--- src/rtl/vga_sync.sv ---
// vga_sync: 640x480 raster timing generator; pixel-tick divider, scan counters,
// active-low syncs registered from the next counter values so they line up with pixel_x/pixel_y.
module vga_sync #(
   parameter int HD = 640,
   parameter int HF = 16,
   parameter int HR = 96,
   parameter int HB = 48,
   parameter int VD = 480,
   parameter int VF = 10,
   parameter int VR = 2,
   parameter int VB = 33,
   parameter int TICK_DIV = 2
) (
   input  logic       clk,
   input  logic       reset,
   output logic       p_tick,
   output logic [9:0] pixel_x,
   output logic [9:0] pixel_y,
   output logic       video_on,
   output logic       hsync,
   output logic       vsync,
   output logic       frame_start
);
   localparam int TW = TICK_DIV > 1 ? $clog2(TICK_DIV) : 1;
   localparam logic [TW-1:0] TMAX = TW'(TICK_DIV - 1);
   localparam logic [9:0] HMAX = 10'(HD + HF + HR + HB - 1);
   localparam logic [9:0] VMAX = 10'(VD + VF + VR + VB - 1);
   localparam logic [9:0] HDISP = 10'(HD);
   localparam logic [9:0] VDISP = 10'(VD);
   localparam logic [9:0] HS_LO = 10'(HD + HF);
   localparam logic [9:0] HS_HI = 10'(HD + HF + HR - 1);
   localparam logic [9:0] VS_LO = 10'(VD + VF);
   localparam logic [9:0] VS_HI = 10'(VD + VF + VR - 1);
   logic [TW-1:0] tick, tick_n;
   logic [9:0]    h, v, h_n, v_n;
   logic          h_end, v_end;
   always_comb begin
      p_tick = tick == TMAX;
      h_end = h == HMAX;
      v_end = v == VMAX;
      tick_n = p_tick ? '0 : tick + 1'b1;
      h_n = p_tick ? (h_end ? '0 : h + 10'd1) : h;
      v_n = (p_tick && h_end) ? (v_end ? '0 : v + 10'd1) : v;
   end
   always_ff @(posedge clk) begin
      if (reset) begin
         tick <= '0;
         h <= '0;
         v <= '0;
         hsync <= 1'b1;
         vsync <= 1'b1;
      end else begin
         tick <= tick_n;
         h <= h_n;
         v <= v_n;
         hsync <= !(h_n >= HS_LO && h_n <= HS_HI);
         vsync <= !(v_n >= VS_LO && v_n <= VS_HI);
      end
   end
   assign pixel_x = h;
   assign pixel_y = v;
   assign video_on = h < HDISP && v < VDISP;
   assign frame_start = p_tick && h_end && v_end;
endmodule

--- config.mk ---
export PLATFORM = sky130hd
export DESIGN_NAME = vga_sync
export DESIGN_NICKNAME = d
export VERILOG_FILES = /design/src/rtl/vga_sync.sv
export SDC_FILE = /design/constraint.sdc
export NUM_CORES = 1
export LEC_CHECK = 0
export BUFFER_PORTS_ARGS = -buffer_cell sky130_fd_sc_hd__buf_2
export CAP_MARGIN = 20
export CORE_ASPECT_RATIO = 0.75
export CORE_MARGIN = 5
export CORE_UTILIZATION = 43
export CTS_CLUSTER_DIAMETER = 120
export DETAILED_ROUTE_END_ITERATION = 10
export HOLD_SLACK_MARGIN = 0.05
export PLACE_DENSITY = 0.71
export SYNTH_ARGS = -nofsm -noshare
export SYNTH_HDL_FRONTEND = slang
export SYNTH_SLANG_ARGS = --single-unit
--- constraint.sdc ---
create_clock -name clk -period 4.55 [get_ports clk]
set_input_delay 0.455 -clock clk [delete_from_list [all_inputs] [get_ports clk]]
set_output_delay 0.455 -clock clk [all_outputs]
set_load 0.02 [all_outputs]
Word level (Yosys, flattened, before mapping)
Cells that the tools add are included.

operators by class
  add/subtract/negate cells = 3
  order comparisons = 6
  equal/unequal tests = 2
  multiplexer cells = 4
  reduce and logical (&&, ||, !) cells = 8

operator list
  operator                                                             count
  2-to-1 mux 10 bit                                                    4
  adder 10 x 1 -> 10 bit (second input constant)                       2
  equality test 10 bit (second input constant)                         2
  greater-or-equal comparator 10 bit (second input constant)           1
  greater-or-equal comparator 10 x 9 -> 1 bit (second input constant)  1
  less-or-equal comparator 10 bit (second input constant)              1
  less-or-equal comparator 10 x 9 -> 1 bit (second input constant)     1
  less-than comparator 10 bit (second input constant)                  1
  less-than comparator 10 x 9 -> 1 bit (second input constant)         1
  logical AND 1 bit                                                    5
  logical NOT 1 bit                                                    2
  OR reduction 2 bit                                                   1
  adder 1 bit (second input constant)                                  1

word-level totals
  flip-flop bits (word level) = 23
  input port bits = 2
  word-level logic and storage cells = 28

Longest topological paths before layout
Gate-level depths: netlist of run 1.

  word-level depth = 6
  gate-level depth with buffers = 7
  gate-level depth less buffers = 7

Worst setup path before layout of run 1
No wires, ideal clock.

  path kind = register to output
  start = reg h[0] (netlist: pixel_x[0])
  end = out frame_start
  arrival time = 1,689 ps
  data required time = 4,095 ps
  slack = 2,406 ps
  cell stages (with the launch flop) = 6
  path buffers = 1
  cell sequence = dfxtp_1 -> ha_1 -> nand4b_4 -> or3_1 -> buf_6 -> nor2_1

between the ends
  longest elaborated chain between the ends = 3

ends and longest elaborated chain
  item                            line  source
  start: declaration              35    logic [9:0] h, v, h_n, v_n;
  start signal: assignment        54    h <= h_n;
  equality test 10 bit            39    h_end = h == HMAX;
  logical AND 1 bit (2 in a row)  63    assign frame_start = p_tick && h_end && v_end;
  end: declaration                22    output logic frame_start

Every way passes these cells.

Worst setup path after layout of run 1
  start = reg h[0] (netlist: pixel_x[0])
  end = reg vsync

between the ends
  longest elaborated chain between the ends = 6
  elaborated cells between the ends (all ways) = 7
  classes of those cells = order compare (2); eq/ne (1); mux (1); reduce/logical (3)

ends and longest elaborated chain
  item                                                                                                     line  source
  equality test 10 bit (*)                                                                                 39
  logical AND 1 bit (*)                                                                                    43    v_n = (p_tick && h_end) ? (v_end ? '0 : v + 10'd1) : v;
  2-to-1 mux 10 bit (*)                                                                                    43
  greater-or-equal comparator 10 x 9 -> 1 bit or less-or-equal comparator 10 x 9 -> 1 bit (tied branches)  57    vsync <= !(v_n >= VS_LO && v_n <= VS_HI);
  logical AND 1 bit (*)                                                                                    57
  logical NOT 1 bit (*)                                                                                    57
  end signal: assignment                                                                                   57
  end: declaration                                                                                         21    output logic vsync,

Every way passes the cells marked *; elsewhere a longest branch is shown, timed or not.
A chain may end at the register's enable or synchronous reset.

==> out/qor.yml, run 1 <==
status: "complete, no violations"
path_buf_inv: 0
dp_hpwl_mm: 2.35
antenna_cells: 0
cp_top_family: "simple AND/OR/NAND/NOR gates"
synthCells: 173
via_per_inst: 5.57
synth-async-reset-ratio_pct: 0
slowest_delay_ns: 0.76
muxShareOfSynthArea_pct: 0.701
worstPathCellList: "ha_1 > nand4b_4 > nor3_2 > a31oi_1 > a2111oi_0 > nand4_1"
fp.dieW_um: 76.5
slew_viol_final: 0
min_period_ns: 2.65
final_nets: 197
cts_hold_buf: 0
routabilityCongestion: 0.813
cts.sinks: 23
postCtsSetupBuffers: 0
syn_area_um2: 1430
numCtsBuffers: 3
fin_skew_ns: 0.00172
synth_edf_count: 0
ios: 27
rsz0062_at_grt: "false"
tns_ns: 0
worst_pin_slew_ns: 0.902
ys_seq_area_share_pct: 32.3
crit_path_end_kind: "flop"
cts_tree: "yes"
synth_top_family_by_area: "simple AND/OR/NAND/NOR gates"
ys_seq_elements: 23
num_vias: 1286
path_clk_slew_ns: 0.08
timing.final.crit_share_pct: 58.2
drc: 0
critPathMaxFanout: 16
area_growth_pct: 11.3
start_util_pct: 44.0
clockRootBuffer: "clkbuf_8"
grt_pass1_wl_mm: 5.45
drt_iter0_markers: 81
grt-ovfl-total: 0
hold_slack_ns: 0.518
start_kind: "flop"
multiInputGateArea_um2: 873
antenna_left: 0
cts_resized: 0
routed_wl_mm: 3.18
final_util_pct: 49.0
drive_above_1_share_pct: 19.9
cp.arrival_ns: 2.77
cts_max_level: 1
clock_path_buffers: 2
slew_headroom_pct: 39.5
crit_required_ns: 4.67
max_cap_viol_count: 0
synth_simple_gate_area_share_pct: 35.8
grt_start_max_net_pins: 22
fillers: 354
synth_top_area_cell: "dfxtp_1"
synth_compound_area_share_pct: 14.1
critPathKind: "flop to flop"
dr.pass1.iters: 4
die_h_um: 59.9
pre_cts_ws_ns: 1.92
core_um2: 3240
ys.flop_type: "dfxtp_1"
rows: 18
yosysWarnings: 0
hp-class: "flop to flop"
port_buffers: 26
yosysUniqueCellTypes: 47
wl_per_cell_um: 13.7
p_leak_nw: 0.608
grtUsageTotal_pct: 14.8
synth_xor_area_share_pct: 7.98
crit_slowest_cell: "nor3_2"
first_global_vias: 1154
synth-adder-area-share_pct: 2.63
timing.fmax_mhz: 377
antenna_found_initial: 0
fin_ws_ns: 1.90
synth_area_leaders: "dfxtp_1 32%, xnor2_1 5.5%, nor3_1 4.2%, nor2_1 3.9%, nand4_1 3.5%"
final-setup-viol-count: 0
avgSynthCellArea_um2: 8.25
synth_nets: 178
ir_drop_v: 0.000115
synth.top_cell.area_share_pct: 32.3
regArea_um2: 460
p_per_area_nw_per_um2: 217
final_hold_viol_count: 0
die_area_um2: 4580
clock_latency_ns: 0.26
## area by class of cell
class                   instances  share of cell area [%]
repair buffers                 26                    8.19
flip-flops and latches         23                    29.0
well taps                      40                    3.15
inverters                       8                    1.89
multi-input cells             130                    55.0
clock buffers                   4                    2.83
## synthesized netlist by cell type (2+ instances only)
master / number
clkbuf_1: 6
nand2b_1: 2
o2111ai_1: 2
o21ai_0: 3
a21oi_1: 9
nand2_1: 13
nand3_1: 7
xnor2_1: 9
nor4_1: 2
buf_2: 3
a22oi_1: 2
nor3_1: 12
nor2b_1: 2
ha_1: 3
dfxtp_1: 23
nor2_1: 15
nor3b_1: 2
buf_6: 2
inv_1: 8
nand4_1: 8
o21ai_1: 3
nor3_2: 2
xor2_1: 4
and3_1: 5
or3_1: 4
## power by group
| part | internal, mW | switching (mW) | total [mW] |
|---|---|---|---|
| sequential | 0.203 | 0.00334 | 0.207 |
| clock | 0.0625 | 0.0634 | 0.126 |
| combinational | 0.00439 | 0.00829 | 0.0127 |
| total | 0.270 | 0.0751 | 0.345 |
## final timing paths
kind	startpoint	end	slack (ns)	depth (start not counted)
max	pixel_x[0]	vsync	1.90	6
min	pixel_x[1]	pixel_x[1]	0.52	2
max reg2reg	pixel_x[0]	vsync	1.90	6
min reg2reg	pixel_x[1]	pixel_x[1]	0.52	2
## metrics by stage
stage	power, mW	instance area (um^2)	cells
6_report	0.345	1590	231
3_3_place_gp	0.225	1540	227
5_1_grt	0.359	1590	231
4_1_cts	0.350	1590	231
3_5_place_dp	0.224	1540	227
2_1_floorplan	0.220	1430	173
## kinds of logic after synthesis
family / after synthesis
buffers and inverters: 20
AND/OR/NAND/NOR: 83
adder cells (fa/ha/maj): 3
multiplexers: 1
flip-flops: 23
AO/OA/AOI/OAI: 30
XOR/XNOR: 13
## cell usage in the layout (no fill, tap or decap), types with 2 or more instances in the layout
master and count:
nand4_1 8, nor3_1 12, o21ai_1 3, clkbuf_8 3, or3_1 4, ha_1 3
a21oi_1 9, nand2b_1 2, nor3_2 2, nand3_1 7, o2111ai_1 2, xnor2_1 9
nor3b_1 2, a22oi_1 2, o21ai_0 3, xor2_1 4, nor4_1 2, nand2_1 13
inv_1 8, nor2_1 15, buf_2 26, dfxtp_1 23, and3_1 5, nor2b_1 2
## registers in the layout, indices dropped and copies added, names as in the netlist
name / count
vsync: 1
hsync: 1
pixel_x: 10
pixel_y: 10
p_tick: 1
## worst reg2reg max path, stage by stage (launching register included)
cell and delay, ns:
dfxtp_1 0.39, ha_1 0.26, nand4b_4 0.16, nor3_2 0.76
a31oi_1 0.24, a2111oi_0 0.55, nand4_1 0.15
## layer usage
metal	routed length [um]	global-route usage, %
met5	0	0
met4	22	5.49
met3	199	5.12
met2	1300	19.5
met1	1650	21.6
Power figures use the tool's default switching activity.
==> run 2, diff against run 1 <==
Clock period 4.55 ns to 2.51 ns, I/O delays scaled along.
==> out/qor.yml, run 2 (same netlist as run 1, synthesis figures left out) <==
status: "complete, no violations"
start_kind: "flop"
ir_drop_v: 0.000227  # +98%
rows: 18  # unchanged
drc: 0  # unchanged
timing.fmax_mhz: 444
port_buffers: 26  # unchanged
cts_resized: 0  # unchanged
fp.dieW_um: 76.5  # unchanged
dr_wl_met3_um: 197  # -1.0%
die_area_um2: 4580  # unchanged
crit_path_end_kind: "output pin"
ios: 27  # unchanged
slew_viol_final: 0  # unchanged
fin_skew_ns: 0.0111  # +0.00942 ns
multiInputGateArea_um2: 873  # unchanged
grt_start_max_net_pins: 22  # unchanged
clock_latency_ns: 0.27  # about the same
p_leak_nw: 0.633  # +4.0%
min_period_ns: 2.25
p_per_area_nw_per_um2: 392  # +80%
slowest_delay_ns: 0.54  # -0.22 ns
core_um2: 3240  # unchanged
place_area_um2: 1570  # +1.9%
postCtsSetupBuffers: 0  # unchanged
cp_top_family: "simple AND/OR/NAND/NOR gates"
num_vias: 1334  # +3.7%
hp-class: "input port to flop"
clock_path_buffers: 2  # unchanged
drive_above_1_share_pct: 22.1  # +2.2 points
final-setup-viol-count: 0  # unchanged
first_global_vias: 1176  # +1.9%
cts_hold_buf: 0  # unchanged
path_clk_slew_ns: 0.09  # about the same
worst_pin_slew_ns: 0.485  # -0.417 ns
antenna_left: 0  # unchanged
hold_slack_ns: 0.376  # -0.141 ns
fillers: 331  # -6.5%
routabilityCongestion: 0.963  # +19%
numCtsBuffers: 3  # unchanged
rsz0062_at_grt: "false"
dp_hpwl_mm: 2.44  # +3.9%
path_buf_inv: 1  # +1
crit_required_ns: 2.26  # -2.41 ns
area_growth_pct: 13.5
slew_headroom_pct: 66.8  # +27 points
antenna_found_initial: 0  # unchanged
routed.top_layer: "met4"
grtUsageTotal_pct: 15.8  # +1.0 points
critPathMaxFanout: 9  # -7
dr_wl_met2_mm: 1.39  # +6.7%
clockRootBuffer: "clkbuf_8"
final_common_cell: "buf_2"
regArea_um2: 460  # unchanged
cp.arrival_ns: 2.00  # -0.77 ns
design_area_um2: 1620  # +2.0%
start_util_pct: 44.0  # unchanged
tns_ns: 0  # unchanged
cts_max_level: 1  # unchanged
crit_slowest_cell: "or3_1"
final_hold_viol_count: 0  # unchanged
grt_pass1_wl_mm: 5.90  # +8.2%
cts_tree: "yes"
timing.final.crit_share_pct: 89.7
die_h_um: 59.9  # unchanged
dr.pass1.iters: 4  # unchanged
mostFrequentLayoutCells: "26 x buf_2, 23 x dfxtp_1, 15 x nor2_1, 13 x nand2_1, 12 x nor3_1"
wl_met1_mm: 1.86  # +13%
critPathKind: "flop to output pin"
cts.sinks: 23  # unchanged
wl_per_cell_um: 14.9  # +8.1%
drt_iter0_markers: 76  # -6.2%
final_nets: 201  # +2.0%
routed_wl_mm: 3.49  # +10%
grt-ovfl-total: 0  # unchanged
via_per_inst: 5.68  # +2.0%
max_cap_viol_count: 0  # unchanged
worstPathCellList: "ha_1 > nand4b_4 > or3_1 > nor2_1 > buf_2"
antenna_cells: 0  # unchanged
-- run 2: layout make-up --
cell class,instances,share of cell area [%]
multi-input combinational,130,53.9
clock inverter,1,0.309
inverter,8,1.85
tap,40,3.09
timing repair buffer,30,9.88
clock buffer,3,2.55
sequential,23,28.4
-- run 2: path summary, 6_finish.rpt --
| kind | from | endpoint | slack (ns) | cells after the start |
|---|---|---|---|---|
| hold / removal | reset | p_tick | 0.38 | 2 |
| setup reg to reg | pixel_x[0] | vsync | 0.34 | 6 |
| hold reg to reg | pixel_x[1] | pixel_x[1] | 0.52 | 2 |
| setup / recovery | pixel_x[0] | frame_start | 0.26 | 5 |
-- run 2: where the power goes --
part,internal (mW),switching [mW],leakage [nW]
clock,0.111,0.125,0.0255
combinational,0.00801,0.0155,0.421
sequential,0.369,0.00636,0.186
total,0.488,0.147,0.633
-- run 2: metal layers --
metal / GRT usage (%) / vias to the layer above
met5: 0 / -
met4: 5.24 / 0
met3: 4.67 / 5
met2: 20.0 / 42
met1: 24.5 / 620
li1: - / 667
-- run 2: per-stage QoR --
| stage | utilization, % | power [mW] | setup slack, ns | std cells |
|---|---|---|---|---|
| finish | 50.0 | 0.635 | 0.258 | 235 |
| global route | 50.0 | 0.659 | 0.141 | 235 |
| CTS | 50.0 | 0.644 | 0.277 | 235 |
| detailed placement | 48.5 | 0.407 | 0.371 | 231 |
| global placement | 48.5 | 0.407 | 0.500 | 231 |
| floorplan | - | 0.399 | 0.560 | 173 |
